`config.mk`:
```
export PLATFORM = sky130hd
export DESIGN_NAME = code_scroller
export DESIGN_NICKNAME = d
export VERILOG_FILES = /design/src/rtl/code_pkg.sv /design/src/rtl/rate_divider.sv /design/src/rtl/code_scroller.sv
export SDC_FILE = /design/constraint.sdc
export NUM_CORES = 1
export LEC_CHECK = 0
export BUFFER_PORTS_ARGS = -buffer_cell sky130_fd_sc_hd__buf_2
export CORE_ASPECT_RATIO = 0.6
export CORE_UTILIZATION = 50
export DETAILED_ROUTE_END_ITERATION = 8
export GPL_TIMING_DRIVEN = 0
export PLACE_DENSITY = 0.79
export SLEW_MARGIN = 15
export SYNTH_ARGS = -nofsm -noshare
export SYNTH_HDL_FRONTEND = slang
export SYNTH_HIERARCHICAL = 1
export SYNTH_SLANG_ARGS = --single-unit
```
`constraint.sdc`:
```
create_clock -name CLOCK_50 -period 5.53 [get_ports CLOCK_50]
set_input_delay 1.106 -clock CLOCK_50 [delete_from_list [all_inputs] [get_ports CLOCK_50]]
set_output_delay 1.106 -clock CLOCK_50 [all_outputs]
set_load 0.1 [all_outputs]
```
`src/rtl/code_pkg.sv`:
```
// code_pkg: character codes and reset message shared by the scroller and the digit decoders.
package code_pkg;
  localparam logic [1:0] CODE_D     = 2'b00;
  localparam logic [1:0] CODE_E     = 2'b01;
  localparam logic [1:0] CODE_ONE   = 2'b10;
  localparam logic [1:0] CODE_BLANK = 2'b11;
  localparam int MAX_DIGITS = 32;
  // "dE1" on digits 3..1, blank elsewhere; the caller keeps the low 2*n bits
  function automatic logic [2*MAX_DIGITS-1:0] reset_msg(input int n);
    logic [2*MAX_DIGITS-1:0] m;
    m = '1;
    for (int i = 0; i < n && i < MAX_DIGITS; i++)
      m[2*i +: 2] = i == 3 ? CODE_D : i == 2 ? CODE_E : i == 1 ? CODE_ONE : CODE_BLANK;
    return m;
  endfunction
endpackage

```
`src/rtl/rate_divider.sv`:
```
// rate_divider: down-counter producing one registered tick every TICKS enabled cycles.
module rate_divider #(
  parameter int TICKS = 50_000_000
) (
  input  logic CLOCK_50,
  input  logic resetn,
  input  logic en,
  input  logic clr,
  output logic tick,
  output logic step
);
  localparam int W = TICKS > 1 ? $clog2(TICKS) : 1;
  localparam logic [W-1:0] TOP = W'(TICKS - 1);
  logic [W-1:0] r_count;
  logic         r_tick;
  // step is the combinational "rotate on this edge" strobe; tick is its registered echo
  assign step = en & ~clr & (r_count == '0);
  assign tick = r_tick;
  always_ff @(posedge CLOCK_50 or negedge resetn)
    if (!resetn) begin
      r_count <= TOP;
      r_tick  <= 1'b0;
    end else if (clr | step) begin
      r_count <= TOP;
      r_tick  <= step;
    end else begin
      r_count <= en ? r_count - W'(1) : r_count;
      r_tick  <= 1'b0;
    end
endmodule

```
`src/rtl/code_scroller.sv`:
```
// code_scroller: rotating/loadable message of 2-bit character codes feeding the HEX decoders.
module code_scroller
  import code_pkg::*;
#(
  parameter int TICKS      = 50_000_000,
  parameter int NUM_DIGITS = 6
) (
  input  logic                    CLOCK_50,
  input  logic                    resetn,
  input  logic                    en,
  input  logic                    dir,
  input  logic                    load,
  input  logic [1:0]              load_code,
  output logic [2*NUM_DIGITS-1:0] codes,
  output logic                    tick
);
  localparam int M = 2 * NUM_DIGITS;
  localparam logic [2*MAX_DIGITS-1:0] RST_ALL = reset_msg(NUM_DIGITS);
  localparam logic [M-1:0] RST_MSG = RST_ALL[M-1:0];
  logic [M-1:0] r_codes;
  logic [M-1:0] w_next;
  logic         w_step;
  rate_divider #(.TICKS(TICKS)) u_div (
    .CLOCK_50(CLOCK_50),
    .resetn  (resetn),
    .en      (en),
    .clr     (load),
    .tick    (tick),
    .step    (w_step)
  );
  // load wins over a due step; dir=0 moves text toward higher HEX index
  always_comb
    w_next = load   ? {r_codes[M-3:0], load_code} :
             !w_step ? r_codes :
             dir    ? {r_codes[1:0], r_codes[M-1:2]} :
                      {r_codes[M-3:0], r_codes[M-1:M-2]};
  always_ff @(posedge CLOCK_50 or negedge resetn)
    if (!resetn) r_codes <= RST_MSG;
    else         r_codes <= w_next;
  assign codes = r_codes;
endmodule

```
==> results.ini, run 1 <==
[run_status]
outcome = completed

[clocking]
post_cts.resized_instances = 0
htreeDepth = 2
total_number_of_clock_tree_sinks = 39
tritoncts = built
post-cts-setup-buffer-count = 0
hold_buffers = 0
cts-root-to-sink-buffers = 2
root_buffer_cell = sky130_fd_sc_hd__clkbuf_8
numCtsBuffers = 5
clock_insertion_delay_worst_skew_ps = 300
cts.reportedPaths.clkPinSlew_ps = 80

[critical_path]
cp.required_ps = 5720
critPathCaptureType = flop
critical_path.reg2reg.endpoint = codes[6]
r2r_slack_ps = 2540
start_kind = input port
critical_path_class = in2reg
r2r-start = u_div/r_count[0]
worst-r2r-cell-count = 11
path_max_fanout = 10
worst-endpoint-arrival_ps = 3460

[yosys]
number_of_different_library_cells_in_the_post_synthesis_netlist = 45
synth_top_area_frac = 0.3393
number_of_warning_messages_in_the_yosys_log = 6
post_synthesis_cell_area_mm2 = 0.002013
biggest_area_contributors_in_the_synthesized_netlist = sky130_fd_sc_hd__dfstp_2 (34%), sky130_fd_sc_hd__dfrtp_1 (16%), sky130_fd_sc_hd__o22a_1 (7.4%)
synth-seq-cells = 39
postSynthCellCount = 185
synth.largest_area_cell = sky130_fd_sc_hd__dfstp_2
portion_of_the_post_synthesis_area_used_by_sequential_elements = 0.5009
synth.avg_cell_area_um2 = 10.88
postSynthNetCount = 193

[power_and_ir_drop]
power.clock.fraction = 0.349
max-vdd-ir-drop_v = 0.0002173
seqPwrFrac = 0.450
netSwitchingPower_uw = 226.6
switching_share = 0.3192
p_int_uw = 483.4
p_per_area_mw_per_mm2 = 310.8
static-leakage-power_nw = 0.8238
comb_power_share = 0.201

[layout]
post_route_cells_drive_above_1_share = 0.3066
design.final.nets = 219
fin_area_mm2 = 0.002285
utilization = 0.6068
fillerInstances = 309
synthToLayoutAreaGrowth_pct = 13.49
antenna_cells = 0

[route]
total_vias_in_the_final_route = 1613
wirelength_mm = 4.178
post_drt_antenna_nets = 0
post_drt_via_cell_ratio = 6.228
drt_first_iter_violations = 82
first_pass_iters = 4
post_drt_wl_per_cell_um = 16.13
post-route-drc-count = 0

[global_route]
gr-usage-all-layers = 0.2161
overflow = 0
first_global_vias = 1411
grt_first_pass_wirelength_mm = 7.051
pin_count_of_the_biggest_net_entering_global_routing = 40
antenna_found_initial = 0

[sta]
final_period_minus_worst_setup_slack_ps = 3279
maxClockFrequency_mhz = 305.0
grt_setup_unrepaired = no
finalSetupViolations = 0
worst_slew_margin_rel = 0.4395
min_period_over_period = 0.5929
tightest_slew_ps = 840.8
tightest_hold_margin_ps = 517.8
fin_setup_tns_ps = 0
finalClockSkew_ps = 8.219
timing_max_transition_violations_final = 0
finalHoldViolCount = 0

[placement]
detailed_place.area_mm2 = 0.002167
final_wtd_congestion = 0.7991
detailedPlacementHpwl_mm = 2.934
buffer_ports.inserted = 19

[floorplanning]
floorplan.core_area_mm2 = 0.003765
floorplan.die_area_mm2 = 0.004293
start_util = 0.5347
placement_rows = 17
chipHeight_um = 51.15
horizontal_die_dimension_um = 83.92
boundary_pins = 20

[worst_hold_path]
hold_crit_start = u_div/r_count[21]
worst_hold_path.num_cells = 2
min-delay-path-class = reg2reg
whs_endpoint = u_div/r_count[21]

[job]
maxCapViolCount = 0

==> critical path, stage by stage <==
cell,delay (ps)
sky130_fd_sc_hd__buf_2,130
sky130_fd_sc_hd__nor4bb_1,220
sky130_fd_sc_hd__buf_1,320
sky130_fd_sc_hd__nand4_1,210
sky130_fd_sc_hd__clkbuf_1,280
sky130_fd_sc_hd__nor4b_1,430
sky130_fd_sc_hd__buf_6,200
sky130_fd_sc_hd__nand2_2,150
sky130_fd_sc_hd__o22a_1,230
sky130_fd_sc_hd__o22a_1,190
==> final cells by class <==
class,count,area [µm²],area share
tap,47,58.81,0.02574
inverter,3,11.26,0.004929
sequential,39,1008,0.4414
clock buffer,6,82.58,0.03614
multi-input combinational,132,924.6,0.4047
timing repair buffer,19,95.09,0.04162
buffer,11,68.82,0.03012
clock inverter,2,35.03,0.01533
==> routing by layer <==
metal,routed length (µm),vias to the layer above,GRT usage
li1,-,765,-
met1,2154,813,0.3226
met2,1794,27,0.3033
met3,181,8,0.05331
met4,48,0,0.07471
met5,0,-,0
==> cells in the mapped netlist <==
cell / n
sky130_fd_sc_hd__o41a_1: 1
sky130_fd_sc_hd__o311ai_0: 2
sky130_fd_sc_hd__nand3_1: 5
sky130_fd_sc_hd__or4_1: 7
sky130_fd_sc_hd__a21o_1: 2
sky130_fd_sc_hd__or3b_1: 1
sky130_fd_sc_hd__nor2_1: 10
sky130_fd_sc_hd__buf_2: 2
sky130_fd_sc_hd__nand4_1: 1
sky130_fd_sc_hd__xor2_1: 6
sky130_fd_sc_hd__dfstp_2: 26
sky130_fd_sc_hd__ha_1: 1
sky130_fd_sc_hd__or4b_1: 1
sky130_fd_sc_hd__mux2i_1: 2
sky130_fd_sc_hd__buf_6: 2
sky130_fd_sc_hd__a21oi_4: 1
sky130_fd_sc_hd__a311oi_1: 2
sky130_fd_sc_hd__nor4b_1: 2
sky130_fd_sc_hd__a211oi_1: 2
sky130_fd_sc_hd__a41oi_1: 1
sky130_fd_sc_hd__nand4b_1: 1
sky130_fd_sc_hd__o22a_1: 17
sky130_fd_sc_hd__xnor2_1: 6
sky130_fd_sc_hd__o31ai_1: 5
sky130_fd_sc_hd__a31oi_1: 1
sky130_fd_sc_hd__a21oi_1: 4
sky130_fd_sc_hd__buf_1: 1
sky130_fd_sc_hd__o22a_2: 3
sky130_fd_sc_hd__nand2_2: 1
sky130_fd_sc_hd__nor4_1: 4
sky130_fd_sc_hd__and4_1: 1
sky130_fd_sc_hd__inv_1: 3
sky130_fd_sc_hd__a31o_2: 1
sky130_fd_sc_hd__or3_1: 11
sky130_fd_sc_hd__o21ai_0: 5
sky130_fd_sc_hd__nor4bb_1: 1
sky130_fd_sc_hd__a211o_1: 1
sky130_fd_sc_hd__dfrtp_1: 13
sky130_fd_sc_hd__nor3_1: 6
sky130_fd_sc_hd__or4_4: 1
sky130_fd_sc_hd__clkbuf_8: 1
sky130_fd_sc_hd__nand2_1: 13
sky130_fd_sc_hd__o41ai_1: 2
sky130_fd_sc_hd__o211ai_1: 1
sky130_fd_sc_hd__clkbuf_1: 5
==> cell families (layout without fill, tap and decap cells) <==
logic type               after synthesis  after routing  share of synthesized area
buffers and inverters                 14             41                    0.03977
flip-flops                            39             39                     0.5009
multiplexers                           2              2                   0.009944
adder cells (fa/ha/maj)                1              1                   0.006214
XOR/XNOR                              12             12                    0.05221
AND/OR/NAND/NOR                       66             66                     0.1865
AO/OA/AOI/OAI                         51             51                     0.2045
==> worst max path at each step <==
stage | depth (start not counted) | slack, ps | startpoint | end
after detailed placement | 10 | 1950 | en | codes[6]
after global placement | 10 | 2070 | en | codes[5]
after CTS | 10 | 2250 | en | codes[6]
after floorplan | 9 | 2540 | en | codes[7]
final | 10 | 2250 | en | codes[6]
after global routing | 10 | 2070 | en | codes[6]
==> cell usage in the layout (no fill, tap or decap), types with 5 or more instances in the layout <==
cell	count
sky130_fd_sc_hd__xnor2_1	6
sky130_fd_sc_hd__nand2_1	13
sky130_fd_sc_hd__xor2_1	6
sky130_fd_sc_hd__or4_1	7
sky130_fd_sc_hd__o31ai_1	5
sky130_fd_sc_hd__clkbuf_1	5
sky130_fd_sc_hd__clkbuf_8	7
sky130_fd_sc_hd__or3_1	11
sky130_fd_sc_hd__nor2_1	10
sky130_fd_sc_hd__nand3_1	5
sky130_fd_sc_hd__o22a_1	17
sky130_fd_sc_hd__o21ai_0	5
sky130_fd_sc_hd__buf_2	21
sky130_fd_sc_hd__nor3_1	6
sky130_fd_sc_hd__dfrtp_1	13
sky130_fd_sc_hd__dfstp_2	26
==> registers in the layout (all words and copies together) (netlist names) <==
| name | flops |
|---|---|
| u_div/r_count | 26 |
| codes | 12 |
| u_div/tick | 1 |
==> power groups by stage <==
stage	sequential, mW	clock, mW	combinational, mW
after CTS	0.319	0.253	0.144
after global routing	0.322	0.266	0.149
after global placement	0.324	0	0.142
final	0.319	0.248	0.143
after floorplan	0.405	0	0.0332
after detailed placement	0.323	0	0.143
==> through the flow <==
| step | power [mW] | worst slack, ps | std cells |
|---|---|---|---|
| 3_5_place_dp | 0.4668 | 1950 | 251 |
| 2_1_floorplan | 0.4387 | 2542 | 185 |
| 6_report | 0.7100 | 2251 | 259 |
| 5_1_grt | 0.7371 | 2073 | 259 |
| 3_3_place_gp | 0.4658 | 2065 | 251 |
| 4_1_cts | 0.7163 | 2250 | 259 |
Note: power is estimated with default switching activity, not from simulation.
==> run 2, diff against run 1 <==
--- a/config.mk
+++ b/config.mk
@@ -10,7 +10,7 @@
 export CORE_UTILIZATION = 50
 export DETAILED_ROUTE_END_ITERATION = 8
 export GPL_TIMING_DRIVEN = 0
-export PLACE_DENSITY = 0.79
+export PLACE_DENSITY = 0.82
 export SLEW_MARGIN = 15
 export SYNTH_ARGS = -nofsm -noshare
 export SYNTH_HDL_FRONTEND = slang
==> constraint.sdc (replaced) <==
create_clock -name CLOCK_50 -period 2.75 [get_ports CLOCK_50]
set_input_delay 0.55 -clock CLOCK_50 [delete_from_list [all_inputs] [get_ports CLOCK_50]]
set_output_delay 0.55 -clock CLOCK_50 [all_outputs]
set_load 0.1 [all_outputs]
==> run 2 against run 1 <==
Against the previous run:
- count of clock-buffer cells in the layout stayed put
- die area stayed put
- critical path depth is 1 higher
- sequential power is 100% higher
- via count is 1.1% lower
- register-to-register slack worse by 2400 ps
- final cell count stayed put
- wire length is 1.4% higher
- critical endpoint is now codes[5]
- highest routed layer unchanged
==> results.ini, run 2 (same netlist as run 1, synthesis figures left out) <==
[run_status]
outcome = completed

[layout]
antenna_cells = 0
layout_common_cells = sky130_fd_sc_hd__dfstp_2 (26), sky130_fd_sc_hd__buf_2 (21), sky130_fd_sc_hd__o22a_1 (17), sky130_fd_sc_hd__dfrtp_1 (13), sky130_fd_sc_hd__nand2_1 (13)
design.final.nets = 219
layoutNonFillerInstCount = 259
largest-register = u_div/r_count
utilization = 0.6211
synthToLayoutAreaGrowth_pct = 16.16
final_common_cell = sky130_fd_sc_hd__dfstp_2
largest_register_ff_count = 26
post_route_cells_drive_above_1_share = 0.3396

[route]
wl_met3_um = 227
post_drt_wl_per_cell_um = 16.36
post-route-drc-count = 0
met1_length_mm = 2.134
first_pass_iters = 4
post_drt_via_cell_ratio = 6.158
total_vias_in_the_final_route = 1595
drt_first_iter_violations = 88
met2_length_mm = 1.856
uppermost_layer_routed = met4
wirelength_mm = 4.236
post_drt_antenna_nets = 0

[clocking]
cts-root-to-sink-buffers = 2
hold_buffers = 0
tritoncts = built
htreeDepth = 2
numCtsBuffers = 5
clock_insertion_delay_worst_skew_ps = 290
root_buffer_cell = sky130_fd_sc_hd__clkbuf_8
cts.reportedPaths.clkPinSlew_ps = 80
total_number_of_clock_tree_sinks = 39

[sta]
worst_slew_margin_rel = 0.4503
tightest_slew_ps = 824.5
final_period_minus_worst_setup_slack_ps = 2581
timing_max_transition_violations_final = 0
tightest_hold_margin_ps = 353.9
finalSetupViolations = 0
min_period_over_period = 0.9386
maxClockFrequency_mhz = 387.4
finalClockSkew_ps = 5.169
finalHoldViolCount = 0
grt_setup_unrepaired = no
fin_setup_tns_ps = 0

[critical_path]
worst_setup_path_startpoint = u_div/r_count[0]
r2r-start = u_div/r_count[0]
start_kind = flop
worst-r2r-cell-count = 11
critical_path.reg2reg.endpoint = codes[5]
path_max_fanout = 10
critical_path_class = reg2reg
cp.required_ps = 2940
worst-endpoint-arrival_ps = 2770
critPathCaptureType = flop
r2r_slack_ps = 170

[power_and_ir_drop]
static-leakage-power_nw = 0.8456
p_per_area_mw_per_mm2 = 638.8
max-vdd-ir-drop_v = 0.0005155
finalPower_mw = 1.494

[global_route]
grt_first_pass_wirelength_mm = 7.348
gr-usage-all-layers = 0.2251
overflow = 0
first_global_vias = 1518
antenna_found_initial = 0
pin_count_of_the_biggest_net_entering_global_routing = 40

[placement]
detailedPlacementHpwl_mm = 2.810
placed_cells = 251
final_wtd_congestion = 0.7854
buffer_ports.inserted = 19

[floorplanning]
placement_rows = 17
start_util = 0.5347
horizontal_die_dimension_um = 83.92
floorplan.die_area_mm2 = 0.004293
boundary_pins = 20
chipHeight_um = 51.15
floorplan.core_area_mm2 = 0.003765

[worst_hold_path]
min-delay-path-class = in2async

[job]
maxCapViolCount = 0

[run 2: per-stage QoR]
| step | setup slack [ps] | instance area (µm²) |
|---|---|---|
| floorplan | 138.1 | 2013 |
| global placement | -160.2 | 2167 |
| CTS | 13.83 | 2310 |
| finish | 168.7 | 2338 |
| global route | 12.43 | 2338 |
| detailed placement | -205.0 | 2167 |
[run 2: report_power, final]
part,leakage [nW],internal [mW],switching (mW),total (mW)
clock,0.0654,0.363,0.203,0.566
sequential,0.443,0.614,0.0270,0.641
combinational,0.337,0.0645,0.222,0.287
total,0.846,1.04,0.453,1.49
[run 2: layout make-up]
type                       instances  area (µm²)
buffer                             9       68.82
clock buffer                       6       72.57
clock inverter                     2       60.06
fill                             297        1426
inverter                           3       11.26
multi-input combinational        132       948.4
sequential                        39        1008
tap                               47       58.81
timing repair buffer              21       110.1
[run 2: what timing repair did]
item | 4_1_cts | 5_1_grt
setup endpoints to repair | 12 | 18
pin swaps | 0 | 1
cloned | 0 | 0
setup buffers | 0 | 2
resized for setup | 3 | 9
[run 2: worst max path at each step]
| stage | end | depth (start not counted) |
|---|---|---|
| floorplan | codes[7] | 8 |
| global placement | codes[7] | 10 |
| detailed placement | codes[5] | 10 |
| CTS | codes[5] | 10 |
| global route | codes[5] | 8 |
| finish | codes[5] | 11 |
[run 2: worst max-delay path, stage by stage (launching register included)]
cell	delay (ps)
sky130_fd_sc_hd__dfstp_2	380
sky130_fd_sc_hd__inv_1	50
sky130_fd_sc_hd__ha_1	150
sky130_fd_sc_hd__nor4bb_2	300
sky130_fd_sc_hd__buf_4	190
sky130_fd_sc_hd__nand4_1	140
sky130_fd_sc_hd__buf_4	240
sky130_fd_sc_hd__nor4b_2	290
sky130_fd_sc_hd__buf_6	180
sky130_fd_sc_hd__nand2_2	150
sky130_fd_sc_hd__o22a_2	240
sky130_fd_sc_hd__o22a_1	170
[run 2: metal layers]
metal | vias to the layer above | GRT usage
li1 | 766 | -
met1 | 780 | 0.3285
met2 | 45 | 0.3238
met3 | 4 | 0.05977
met4 | 0 | 0.07759
met5 | - | 0
==> run 3, diff against run 2 <==
--- a/config.mk
+++ b/config.mk
@@ -9,8 +9,8 @@
 export CORE_ASPECT_RATIO = 0.6
 export CORE_UTILIZATION = 50
 export DETAILED_ROUTE_END_ITERATION = 8
-export GPL_TIMING_DRIVEN = 0
-export PLACE_DENSITY = 0.82
+export HOLD_SLACK_MARGIN = 0.08
+export PLACE_DENSITY_LB_ADDON = 0.12
 export SLEW_MARGIN = 15
 export SYNTH_ARGS = -nofsm -noshare
 export SYNTH_HDL_FRONTEND = slang
==> run 3 against run 2 <==
Against the previous run:
- total power fell by 10%
- critical path depth fell by 5
- first-iteration DRC count increased by 23%
- sequential cell count did not move
- wire length increased by 0.40%
- global-route usage shrank 0.74 points
- sequential share of layout area is 1.3 points higher
- clock power fell by 27%
- combinational power about the same
- non-clock buffer count shrank 2
==> results.ini, run 3 (same netlist as run 1, synthesis figures left out) <==
[route]
post-route-drc-count = 0
drt_first_iter_violations = 108
post_drt_wl_per_cell_um = 16.55
post_drt_via_cell_ratio = 6.304
post_drt_antenna_nets = 0
total_vias_in_the_final_route = 1620
wirelength_mm = 4.253
first_pass_iters = 4

[critical_path]
worst_path_largest_cell_delay_ps = 610
worst-path-buf-inv = 0
critical_path_class = reg2reg
critPathTopFamily = simple AND/OR/NAND/NOR gates
r2r_slack_ps = 210
cp_slowest_cell = sky130_fd_sc_hd__or4_1
cp.required_ps = 2920
critPathCaptureType = flop
path_max_fanout = 10
worst-endpoint-arrival_ps = 2700
ordered_cell_list_for_the_critical_path = or4_1 > or3_1 > nor4b_2 > nand2_2 > o22a_1 > o22a_1
critical_path.most_common_cell = sky130_fd_sc_hd__o22a_1
start_kind = flop

[clocking]
numCtsBuffers = 5
hold_buffers = 0
post_cts.resized_instances = 0
cts.reportedPaths.clkPinSlew_ps = 70
htreeDepth = 2
root_buffer_cell = sky130_fd_sc_hd__clkbuf_8
total_number_of_clock_tree_sinks = 39
cts-root-to-sink-buffers = 2
tritoncts = built
clock_insertion_delay_worst_skew_ps = 280
post-cts-setup-buffer-count = 0

[sta]
layout_setup_ws_ps = 213.8
finalHoldViolCount = 0
fin_setup_tns_ps = 0
maxClockFrequency_mhz = 394.3
grt_setup_unrepaired = no
tightest_slew_ps = 839.5
min_period_over_period = 0.9222
timing_max_transition_violations_final = 0
final_period_minus_worst_setup_slack_ps = 2536
worst_slew_margin_rel = 0.4404
finalClockSkew_ps = 3.102
finalSetupViolations = 0

[floorplanning]
start_util = 0.5347
horizontal_die_dimension_um = 83.92
boundary_pins = 20
floorplan.core_area_mm2 = 0.003765
floorplan.die_area_mm2 = 0.004293
placement_rows = 17
chipHeight_um = 51.15

[layout]
final_common_cell = sky130_fd_sc_hd__dfstp_2
synthToLayoutAreaGrowth_pct = 12.87
multi_input_comb_area_um2 = 930.9
post_route_cells_drive_above_1_share = 0.3286
ff_latch_area_mm2 = 0.001008
largest_register_ff_count = 26
design.final.nets = 217
antenna_cells = 0
largest-register = u_div/r_count
fillerInstances = 310
layout_common_cells = sky130_fd_sc_hd__dfstp_2 (26), sky130_fd_sc_hd__buf_2 (19), sky130_fd_sc_hd__o22a_1 (17), sky130_fd_sc_hd__dfrtp_1 (13), sky130_fd_sc_hd__nand2_1 (13)

[run_status]
outcome = completed

[global_route]
gr-usage-all-layers = 0.2178
antenna_found_initial = 0
pin_count_of_the_biggest_net_entering_global_routing = 40
first_global_vias = 1507
grt_first_pass_wirelength_mm = 7.189
overflow = 0

[placement]
final_wtd_congestion = 0.8436
buffer_ports.inserted = 19
detailedPlacementHpwl_mm = 2.986
preCtsSetupSlack_ps = 266.4

[worst_hold_path]
min-delay-path-class = in2async

[power_and_ir_drop]
max-vdd-ir-drop_v = 0.0002975
static-leakage-power_nw = 0.8263
p_per_area_mw_per_mm2 = 590.9

[job]
maxCapViolCount = 0

run 3: final timing paths:
check,startpoint,depth (start not counted),end
worst max-delay path,u_div/r_count[14],6,codes[2]
worst min-delay path,resetn,1,codes[6]
worst max register to register,u_div/r_count[14],6,codes[2]
worst min register to register,u_div/r_count[17],2,u_div/r_count[17]
max in group asynchronous,resetn,1,u_div/r_count[16]
min in group CLOCK_50,load_code[1],2,codes[1]
run 3: per-stage QoR:
| step | power [mW] | utilization | std cells | hold slack [ps] | area, µm² |
|---|---|---|---|---|---|
| 6_report | 1.343 | 0.6035 | 257 | 373.0 | 2272 |
| 3_3_place_gp | 0.9311 | 0.5769 | 249 | 501.4 | 2172 |
| 2_1_floorplan | 0.8821 | - | 185 | 254.4 | 2013 |
| 4_1_cts | 1.358 | 0.6035 | 257 | 399.7 | 2272 |
| 3_5_place_dp | 0.9384 | 0.5769 | 249 | 514.5 | 2172 |
| 5_1_grt | 1.396 | 0.6035 | 257 | 435.3 | 2272 |
run 3: final cells by class:
class                      instances  share of cell area
multi-input combinational        132              0.4097
clock buffer                       8             0.04405
inverter                           3            0.004956
timing repair buffer              28             0.07159
sequential                        39              0.4438
tap                               47             0.02588
run 3: routing by layer:
| layer | GRT usage | vias to the layer above | routed length (µm) |
|---|---|---|---|
| met5 | 0 | - | 0 |
| met4 | 0.05747 | 0 | 14 |
| met3 | 0.05493 | 2 | 147 |
| met2 | 0.3361 | 23 | 1894 |
| met1 | 0.3080 | 834 | 2196 |
| li1 | - | 761 | - |
run 3: report_power, final:
part / internal (mW) / total, mW / leakage [nW] / switching, mW
logic: 0.0643 / 0.288 / 0.331 / 0.224
registers: 0.614 / 0.642 / 0.443 / 0.0274
clock network: 0.229 / 0.413 / 0.0515 / 0.184
total: 0.907 / 1.34 / 0.826 / 0.435
